## src/rtl/inst_fetch.sv

```systemverilog
// Instruction fetch unit: owns the PC, issues single-word imem reads and presents
// each fetched word with its PC to decode; redirects squash wrong-path work.
module inst_fetch #(
  parameter logic [31:0] RESET_PC = 32'h0000_0000
) (
  input  logic        clk,
  input  logic        rst,
  output logic        imem_req,
  output logic [31:0] imem_addr,
  input  logic        imem_ack,
  input  logic [31:0] imem_rdata,
  output logic        inst_valid,
  input  logic        inst_ready,
  output logic [31:0] inst,
  output logic [31:0] inst_pc,
  input  logic        redirect_valid,
  input  logic [31:0] redirect_pc
);

  localparam int unsigned XLEN = 32;
  localparam logic [XLEN-1:0] NOP = 32'h0000_0013;
  localparam logic [XLEN-1:0] WORD_MASK = 32'hFFFF_FFFC;

  typedef enum logic [1:0] {IDLE, FETCH, DRAIN, HOLD} state_t;

  state_t            state, state_n;
  logic [XLEN-1:0]   pc, pc_n;
  logic [XLEN-1:0]   fa, fa_n;
  logic [XLEN-1:0]   inst_n, inst_pc_n;
  logic [XLEN-1:0]   rpc;
  logic              req_n, valid_n;

  assign rpc       = redirect_pc & WORD_MASK;
  assign imem_addr = fa;

  always_ff @(posedge clk) begin
    if (rst) begin
      state      <= IDLE;
      pc         <= RESET_PC;
      fa         <= RESET_PC;
      inst       <= NOP;
      inst_pc    <= '0;
      imem_req   <= 1'b0;
      inst_valid <= 1'b0;
    end else begin
      state      <= state_n;
      pc         <= pc_n;
      fa         <= fa_n;
      inst       <= inst_n;
      inst_pc    <= inst_pc_n;
      imem_req   <= req_n;
      inst_valid <= valid_n;
    end
  end

  // Next-state logic; a pending request is never abandoned, only drained.
  always_comb begin
    state_n   = state;
    pc_n      = pc;
    fa_n      = fa;
    inst_n    = inst;
    inst_pc_n = inst_pc;
    case (state)
      IDLE: begin
        state_n = FETCH;
        if (redirect_valid) begin
          pc_n = rpc;
          fa_n = rpc;
        end else begin
          fa_n = pc;
        end
      end
      FETCH: begin
        if (imem_ack) begin
          if (redirect_valid) begin
            pc_n = rpc;
            fa_n = rpc;
          end else begin
            inst_n    = imem_rdata;
            inst_pc_n = fa;
            pc_n      = fa + XLEN'(4);
            state_n   = HOLD;
          end
        end else if (redirect_valid) begin
          pc_n    = rpc;
          state_n = DRAIN;
        end
      end
      DRAIN: begin
        if (redirect_valid) pc_n = rpc;
        if (imem_ack) begin
          fa_n    = redirect_valid ? rpc : pc;
          state_n = FETCH;
        end
      end
      HOLD: begin
        if (redirect_valid) begin
          pc_n    = rpc;
          fa_n    = rpc;
          state_n = FETCH;
        end else if (inst_ready) begin
          fa_n    = pc;
          state_n = FETCH;
        end
      end
      default: state_n = IDLE;
    endcase
    req_n   = (state_n == FETCH) || (state_n == DRAIN);
    valid_n = (state_n == HOLD);
  end

endmodule

```

## config.mk

```make
export PLATFORM = sky130hd
export DESIGN_NAME = inst_fetch
export DESIGN_NICKNAME = d
export VERILOG_FILES = /design/src/rtl/inst_fetch.sv
export SDC_FILE = /design/constraint.sdc
export NUM_CORES = 1
export LEC_CHECK = 0
export ABC_AREA = 1
export CAP_MARGIN = 0
export CORE_MARGIN = 2
export CORE_UTILIZATION = 30
export DETAILED_ROUTE_END_ITERATION = 10
export PLACE_DENSITY = 0.59
export REMOVE_ABC_BUFFERS = 1
export SYNTH_ARGS = -nofsm -noshare
export SYNTH_HDL_FRONTEND = slang
export SYNTH_SLANG_ARGS = --single-unit
```

## constraint.sdc

```tcl
create_clock -name clk -period 4.8 [get_ports clk]
set_input_delay 0.96 -clock clk [delete_from_list [all_inputs] [get_ports clk]]
set_output_delay 0.96 -clock clk [all_outputs]
set_load 0.01 [all_outputs]
```

---- Word-level counts from Yosys, hierarchy flattened ----
Cells that the tools add are included.
operators by class
  reduce and logical (&&, ||, !) cells .... 5
  bitwise logic cells ..................... 1
  multiplexer cells ....................... 17
  equality and inequality tests ........... 10
  add/subtract/negate cells ............... 1
operators by type and width
  cell                                           count
  two-way mux 32 bit                             8
  case mux 32 bit (4 select lines)               1
  case mux 32 bit (2 select lines)               1
  adder 32 x 3 -> 32 bit, second input constant  1
  two-way mux 2 bit                              6
  == test 2 bit, second input constant           4
  case mux 2 bit (4 select lines)                1
  inequality test 2 bit, second input constant   3
  == test 2 x 1 -> 1 bit, second input constant  2
  AND reduction 4 bit                            1
  inequality test 3 bit, second input constant   1
  AND reduction 3 bit                            1
  OR reduction 3 bit                             1
  logical NOT 2 bit                              1
  logical OR 1 bit                               1
  inverter 1 bit                                 1
word-level totals
  output and inout bits ................... 98
  register bits ........................... 132
  bits of input ports ..................... 69

---- Depth between registers and ports, before layout ----
Gate-level depths: netlist of run 1.
  word-level depth ........................ 5
  gate-level depth with buffers ........... 11

---- Worst setup path before layout of run 1 ----
Ideal clock, no wire load.
  path type ............................... input to register
  start point ............................. input redirect_valid
  end point ............................... register imem_req
  cell stages on the path ................. 9
  path buffers ............................ 3
  path slack .............................. 2.660 ns
  arrival ................................. 2.012 ns
  data required time ...................... 4.672 ns
  cells stage by stage .................... buf_2 nor2_4 inv_2 buf_4 buf_2 nand3_1 ha_1 inv_1 nor2_1
on the way
  word-level cells in the longest chain between the ends .. 5
RTL lines
  item                                                            line    text
  start, declared                                                 16      input logic redirect_valid,
  two-way mux 2 bit (on tied branches)                            84, 75
  two-way mux 2 bit                                               74      if (imem_ack) begin
  case mux 2 bit (4 select lines) *                               63      case (state)
  via state_n[1]                                                  26      state_t state, state_n;
  == test 2 x 1 -> 1 bit / == test 2 bit (equally long branches)  108     req_n = (state_n == FETCH) || (state_n == DRAIN);
  logical OR 1 bit *                                              108
  via req_n                                                       31      logic req_n, valid_n;
  end signal, assigned                                            51      imem_req <= req_n;
  end, declared                                                   8       output logic imem_req,
The timed path passes the listed nets; every way through them passes the cells marked *.
A chain may end at the register's enable or synchronous reset.

---- Final worst setup path of run 1 ----
  start point ............................. input imem_ack
  end point ............................... register pc[16]
on the way
  word-level cells in the longest chain between the ends .. 2
RTL lines
  item                              line  text
  start, declared                   10    input logic imem_ack,
  two-way mux 32 bit                74
  case mux 32 bit (2 select lines)  63
  end signal, assigned              47    pc <= pc_n;
  end, declared                     27    logic [XLEN-1:0] pc, pc_n;
No other way between the ends.

==> results of run 1 <==
## worst max path at each step
| stage | cells after the start | from | end |
|---|---|---|---|
| 4_1_cts | 8 | imem_ack | pc[16] |
| 5_1_grt | 8 | imem_ack | pc[16] |
| 2_1_floorplan | 9 | state[0] | imem_req |
| 6_report | 8 | imem_ack | pc[16] |
| 3_5_place_dp | 8 | imem_ack | pc[16] |
| 3_3_place_gp | 8 | imem_ack | pc[14] |
## per-stage QoR
stage                     total power [mW]  std cells  area [µm²]  util (%)
after floorplan                       1.49        848        5900         -
after global placement                1.76       1292        7950      39.4
after detailed placement              1.77       1292        7950      39.4
after CTS                             3.12       1323        8550      42.4
after global routing                  3.23       1323        8550      42.4
final                                 3.08       1323        8550      42.4
## registers in the layout (all words and copies together) (netlist names)
signal and cells:
imem_addr 32, inst_valid 1, pc 32, inst_pc 32, state 2, imem_req 1, inst 32
## kinds of logic (layout without fill, tap and decap cells)
group	after synthesis	after routing	share of synthesized area, %
simple gates	421	421	28.3
compound gates	233	233	20.4
buf+inv	115	263	7.70
xor+xnor	2	2	0.284
flops	132	132	42.9
fa+ha+maj	2	2	0.406
## cell usage in the layout (no fill, tap or decap), types with 4 or more instances in the layout
cell / count
sky130_fd_sc_hd__o21a_1: 9
sky130_fd_sc_hd__clkbuf_16: 17
sky130_fd_sc_hd__nor3_1: 4
sky130_fd_sc_hd__dfxtp_1: 132
sky130_fd_sc_hd__nand2_1: 216
sky130_fd_sc_hd__a2bb2oi_1: 5
sky130_fd_sc_hd__nand4_1: 4
sky130_fd_sc_hd__a21oi_1: 101
sky130_fd_sc_hd__nor2_4: 4
sky130_fd_sc_hd__a31oi_1: 15
sky130_fd_sc_hd__inv_1: 52
sky130_fd_sc_hd__a211oi_1: 9
sky130_fd_sc_hd__nand3_1: 49
sky130_fd_sc_hd__inv_2: 6
sky130_fd_sc_hd__clkdlybuf4s50_1: 162
sky130_fd_sc_hd__clkinv_2: 5
sky130_fd_sc_hd__nor2_2: 9
sky130_fd_sc_hd__o21ai_0: 90
sky130_fd_sc_hd__buf_4: 10
sky130_fd_sc_hd__or2_2: 4
sky130_fd_sc_hd__nor2_1: 125
## power groups by stage
stage	clock network [mW]	logic [mW]	registers (mW)
final	1.34	0.500	1.24
after global routing	1.41	0.560	1.25
after CTS	1.37	0.505	1.24
after detailed placement	0	0.502	1.27
after global placement	0	0.497	1.26
after floorplan	0	0.215	1.27
## worst min-delay path, stage by stage, from the launching register on
cell and delay, ns:
sky130_fd_sc_hd__dfxtp_1 0.33, sky130_fd_sc_hd__nand2_1 0.05, sky130_fd_sc_hd__nand3_1 0.05
## area by class of cell
cell class                 instances  area (µm²)
fill                            2115       11600
inverter                          58         218
multi-input combinational        658        3040
clock buffer                      21         470
timing repair buffer             174        1710
tap                              270         338
sequential                       132        2640
clock inverter                    10         130
## routing by layer
metal / wire [µm] / global-route usage (%) / vias to the layer above
li1: - / - / 3247
met1: 9300 / 24.6 / 2849
met2: 8780 / 29.3 / 201
met5: 0 / 0 / -
met3: 1600 / 6.15 / 21
met4: 265 / 5.96 / 0
==> parameters.txt, run 1 <==
Parameter                              Value

Run status
  Result of the run ... finished, final reports clean

GRT
  Aggregate global routing overflow ... 0
  Via count of the first global-routing pass ... 6052
  Antenna violations before repair ... 2
  First-pass GRT wire length ... 32.4 mm
  Largest net degree at the start of global routing ... 94
  All-Layer GR Usage ... 18.8%

Hold path
  Endpoint of the worst hold-timing path ... inst[1]
  Number of cells traversed by the worst hold path ... 2
  Worst Hold Launch ... inst[1]
  Hold/Removal Path Class ... reg2reg

Pwr
  Logic pwr share ... 16.2%
  P_sw ... 0.825 mW
  Peak supply drop ... 224 µV
  Cell leakage power ... 3.38 nW
  Switching power share of the total ... 26.8%
  Internal cell power ... 2.26 mW
  Reg power frac ... 40.3%
  Clk pwr share ... 43.5%
  Areal power density over the cells ... 361 mW/mm²

Route
  DRC violation count after routing ... 0
  Routed via count divided by cell count ... 4.78
  Total number of vias ... 6318
  Detailed Route WL ... 19.9 mm
  Detail-routed net length per standard cell ... 15.1 µm
  Pre-antenna DRT Iters ... 7
  First DRT Iteration DRCs ... 377
  Detail Route Antenna Nets ... 0

Critical path
  Critical Path Fanout Max ... 93
  Worst endpoint data arrival time ... 3.22 ns
  Worst flop-to-flop path endpoint ... imem_req
  Crit start category ... input port
  Critical Setup Path Class ... in2reg
  Slowest Stage Delay on Critical Path ... 0.68 ns
  Ordered list of cells on the worst path ... clkdlybuf4s50_1 > nand2_4 > nor2_4 > buf_4 > nand2_1 > o211ai_1 > nand2_1 > inv_1
  Crit path top cell by count ... sky130_fd_sc_hd__nand2_1
  Crit-path leading delay family ... buffers and inverters
  CP max-delay cell ... sky130_fd_sc_hd__buf_4
  RR Startpoint ... state[0]
  Worst reg-to-reg path cell count ... 11
  Flop2flop setup slack ... 2.57 ns
  Worst Path Buf+Inv ... 3
  Endpoint class of the critical path ... register
  Req. time, crit path ... 5.15 ns

Synth
  List of most frequent post-synthesis cells ... sky130_fd_sc_hd__nand2_1 (216), sky130_fd_sc_hd__dfxtp_1 (132), sky130_fd_sc_hd__nor2_1 (125)
  Number of flip-flops and latches in the synthesized netlist ... 132
  Yosys synthesis warning count ... 0
  Sequential element share of the synthesized area ... 42.9%
  Area contributors post-synth ... sky130_fd_sc_hd__dfxtp_1 (43%), sky130_fd_sc_hd__nand2_1 (13%), sky130_fd_sc_hd__a21oi_1 (8.2%)
  Post-Synthesis Mean Instance Area ... 6.81 µm²
  Syn Std Cell Area ... 0.00616 mm²
  Number of synthesized flops with an enable pin ... 0
  Area fraction of the dominant cell type after synthesis ... 42.9%
  Dominant synthesized flop cell ... sky130_fd_sc_hd__dfxtp_1
  Cell variety after synth ... 29
  Most common cell in the synthesized netlist ... sky130_fd_sc_hd__nand2_1
  Cell type with the highest aggregate area in the netlist ... sky130_fd_sc_hd__dfxtp_1
  Synthesized instance count ... 905
  Async set or reset register ratio after synthesis ... 0%

Flow run
  Max-cap check violation count ... 0

CTS
  Clock tree buffer depth ... 2
  Clock insertion delay at the later pin of the skew report ... 0.42 ns
  Number of instances resized during post-cts repair ... 0
  CTS H-Tree Depth ... 4
  Clock-pin transition on the worst setup and hold timing paths ... 0.05 ns
  Root buf cell ... sky130_fd_sc_hd__clkbuf_16
  Number of hold buffers added after CTS ... 0
  Post-CTS setup buffers ... 0
  Clock buffer count from CTS ... 17
  TritonCTS clock tree ... built
  Sinks on Clock Net ... 132

Final layout
  Area growth, synth to finish ... 38.8%
  Diode count ... 0
  Proportion of layout cells with a drive suffix above 1 ... 6.65%
  Final #Nets ... 1112

Timing
  Clock skew after layout ... 0.0106 ns
  Share of the clock period used by the worst path after layout ... 59.7%
  Final-layout worst hold slack ... 0.459 ns
  Slack of the critical path ... 1.93 ns
  Worst rel slew slack ... 39.2%
  Slew @ Worst Pin ... 0.912 ns
  Final Setup Violations ... 0
  Sum of negative setup slack ... 0 ns
  Max Freq ... 0.349 GHz
  Final-report hold violation count ... 0
  Slew Limit Fails ... 0
  Setup repair after global routing missed its margin ... false
  Min cycle time layout ... 2.87 ns

Placed design
  Post-DP HPWL ... 12.8 mm
  Buffers added on ports ... 164
  Pre-CTS worst setup slack ... 1.49 ns
  Weighted congestion at the end of routability-driven global placement ... 0.823

Die
  I/O pin total ... 167
  Die area ... 0.0217 mm²
  Starting utilization of the core area ... 30.5%
  Die height ... 147 µm
  Num rows ... 52
  DIE WIDTH ... 147 µm
  Core Footprint ... 0.0202 mm²
(Power assumes the default switching activity.)
==> run 2: changes to the inputs <==
==> constraint.sdc (replaced) <==
create_clock -name clk -period 2.9 [get_ports clk]
set_input_delay 0.58 -clock clk [delete_from_list [all_inputs] [get_ports clk]]
set_output_delay 0.58 -clock clk [all_outputs]
set_load 0.01 [all_outputs]
==> run 2 against run 1 <==
Combinational power up 68%. Utilization up 0.80 points. Register-to-register slack worse by 1.5 ns. Sequential power up 66%. Non-clock buffer count up 6. Global-route usage down 0.34 points. Sequential cell count unchanged. Sequential share of layout area down 0.57 points. Worst hold slack better by 0.0013 ns. Clock skew about the same. Critical path depth down 7. Power up 75%.
==> parameters.txt, run 2 (synthesis results as in run 1) <==
Parameter                              Value

Run status
  Result of the run ... finished, final reports clean

Timing
  Sum of negative setup slack ... 0 ns (unchanged)
  Max Freq ... 0.475 GHz
  Final Setup Violations ... 0 (unchanged)
  Min cycle time layout ... 2.11 ns
  Slew Limit Fails ... 0 (unchanged)
  Share of the clock period used by the worst path after layout ... 72.7%
  Clock skew after layout ... 0.0109 ns (+0.000241 ns)
  Worst rel slew slack ... 58.2% (+19 points)
  Slack of the critical path ... 0.793 ns (-1.14 ns)
  Slew @ Worst Pin ... 0.627 ns (-0.285 ns)
  Setup repair after global routing missed its margin ... false
  Final-report hold violation count ... 0 (unchanged)

Hold path
  Number of cells traversed by the worst hold path ... 2 (unchanged)
  Worst Hold Launch ... inst[0]
  Hold/Removal Path Class ... reg2reg
  Endpoint of the worst hold-timing path ... inst[0]

CTS
  TritonCTS clock tree ... built
  Clock tree buffer depth ... 2 (unchanged)
  Number of instances resized during post-cts repair ... 0 (unchanged)
  Number of hold buffers added after CTS ... 0 (unchanged)
  Post-CTS setup buffers ... 0 (unchanged)
  CTS H-Tree Depth ... 4 (unchanged)
  Clock buffer count from CTS ... 17 (unchanged)
  Clock insertion delay at the later pin of the skew report ... 0.42 ns (about the same)
  Root buf cell ... sky130_fd_sc_hd__clkbuf_16
  Sinks on Clock Net ... 132 (unchanged)
  Clock-pin transition on the worst setup and hold timing paths ... 0.06 ns (about the same)

Pwr
  Peak supply drop ... 403 µV (+80%)
  Cell leakage power ... 3.47 nW (+2.4%)
  Areal power density over the cells ... 619 mW/mm² (+72%)

Route
  DRC violation count after routing ... 0 (unchanged)
  Detail-routed net length per standard cell ... 14.9 µm (-0.80%)
  First DRT Iteration DRCs ... 414 (+9.8%)
  Total number of vias ... 6340 (+0.35%)
  Detailed Route WL ... 19.9 mm (-0.28%)
  Routed via count divided by cell count ... 4.77 (-0.18%)
  Detail Route Antenna Nets ... 0 (unchanged)
  Pre-antenna DRT Iters ... 5 (-2)

Die
  Die area ... 0.0217 mm² (unchanged)
  Num rows ... 52 (unchanged)
  Starting utilization of the core area ... 30.5% (unchanged)
  Core Footprint ... 0.0202 mm² (unchanged)
  DIE WIDTH ... 147 µm (unchanged)
  Die height ... 147 µm (unchanged)
  I/O pin total ... 167 (unchanged)

Critical path
  Crit-path leading delay family ... buffers and inverters
  Req. time, crit path ... 2.32 ns (-2.83 ns)
  Worst reg-to-reg path cell count ... 10 (-1)
  Flop2flop setup slack ... 1.11 ns (-1.46 ns)
  Worst flop-to-flop path endpoint ... pc[30]
  RR Startpoint ... imem_addr[3]
  Endpoint class of the critical path ... output pin
  Ordered list of cells on the worst path ... clkdlybuf4s50_1
  Worst endpoint data arrival time ... 1.53 ns (-1.69 ns)
  Slowest Stage Delay on Critical Path ... 0.64 ns (-0.04 ns)
  Worst Path Buf+Inv ... 1 (-2)
  Critical Setup Path Class ... reg2out
  Critical Path Fanout Max ... 7 (-92%)
  Crit start category ... register
  CP max-delay cell ... sky130_fd_sc_hd__clkdlybuf4s50_1

Final layout
  Diode count ... 0 (unchanged)
  Commonest non-fill, non-tap cell in the layout ... sky130_fd_sc_hd__nand2_1
  Count of non-filler cells in the finished layout ... 1330 (+0.53%)
  Filler instances ... 2129 (+0.66%)
  Final #Nets ... 1118 (+0.54%)
  Area growth, synth to finish ... 41.4%
  Most frequent cells in the layout ... sky130_fd_sc_hd__nand2_1 (216), sky130_fd_sc_hd__clkdlybuf4s50_1 (162), sky130_fd_sc_hd__dfxtp_1 (132), sky130_fd_sc_hd__nor2_1 (125), sky130_fd_sc_hd__a21oi_1 (101)
  Final standard cell utilization of the core ... 43.2% (+0.80 points)
  Proportion of layout cells with a drive suffix above 1 ... 7.26% (+0.62 points)

Placed design
  Placed cells ... 1298 (+0.46%)
  Post-DP HPWL ... 13.1 mm (+2.9%)
  Buffers added on ports ... 164 (unchanged)
  Pre-CTS worst setup slack ... 0.521 ns (-0.969 ns)
  Weighted congestion at the end of routability-driven global placement ... 0.843 (+2.4%)

GRT
  Via count of the first global-routing pass ... 6019 (-0.55%)
  Aggregate global routing overflow ... 0 (unchanged)
  Antenna violations before repair ... 1 (-1)
  All-Layer GR Usage ... 18.4% (-0.34 points)
  First-pass GRT wire length ... 31.7 mm (-2.0%)
  Largest net degree at the start of global routing ... 57 (-39%)

Flow run
  Max-cap check violation count ... 0 (unchanged)
run 2: worst max path at each step:
stage	cells after the start	from	slack (ns)	endpoint
floorplan	9	state[0]	-0.36	imem_req
finish	1	imem_addr[13]	0.79	imem_addr[13]
CTS	1	imem_addr[29]	0.75	imem_addr[29]
global route	1	imem_addr[4]	0.73	imem_addr[4]
global placement	7	imem_ack	0.56	imem_addr[27]
detailed placement	7	imem_ack	0.52	imem_addr[26]
run 2: area by class of cell:
cell class                 count  area [µm²]  share of cell area, %
tap                          270         338                   3.88
timing repair buffer         180        1790                   20.5
multi-input combinational    658        3040                   34.9
clock buffer                  24         512                   5.87
sequential                   132        2640                   30.3
clock inverter                 8         168                   1.92
inverter                      58         218                   2.50
run 2: where the power goes:
group | leakage, nW | switching (mW) | internal (mW)
logic | 2.05 | 0.442 | 0.398
registers | 1.08 | 0.115 | 1.94
clock network | 0.332 | 0.828 | 1.66
total | 3.47 | 1.38 | 4.00
run 2: routing by layer:
metal / vias up / global-route usage, % / wire, µm
li1: 3259 / - / -
met1: 2848 / 23.8 / 9050
met2: 209 / 28.7 / 8630
met3: 24 / 7.55 / 1910
met4: 0 / 4.57 / 289
met5: - / 0 / 0
run 2: per-stage QoR:
| step | power (mW) | instance area [µm²] | hold slack (ns) |
|---|---|---|---|
| finish | 5.39 | 8710 | 0.460 |
| global route | 5.62 | 8710 | 0.487 |
| CTS | 5.43 | 8710 | 0.463 |
| detailed placement | 2.94 | 8030 | 0.451 |
| global placement | 2.93 | 8030 | 0.438 |
| floorplan | 2.46 | 5900 | 0.459 |
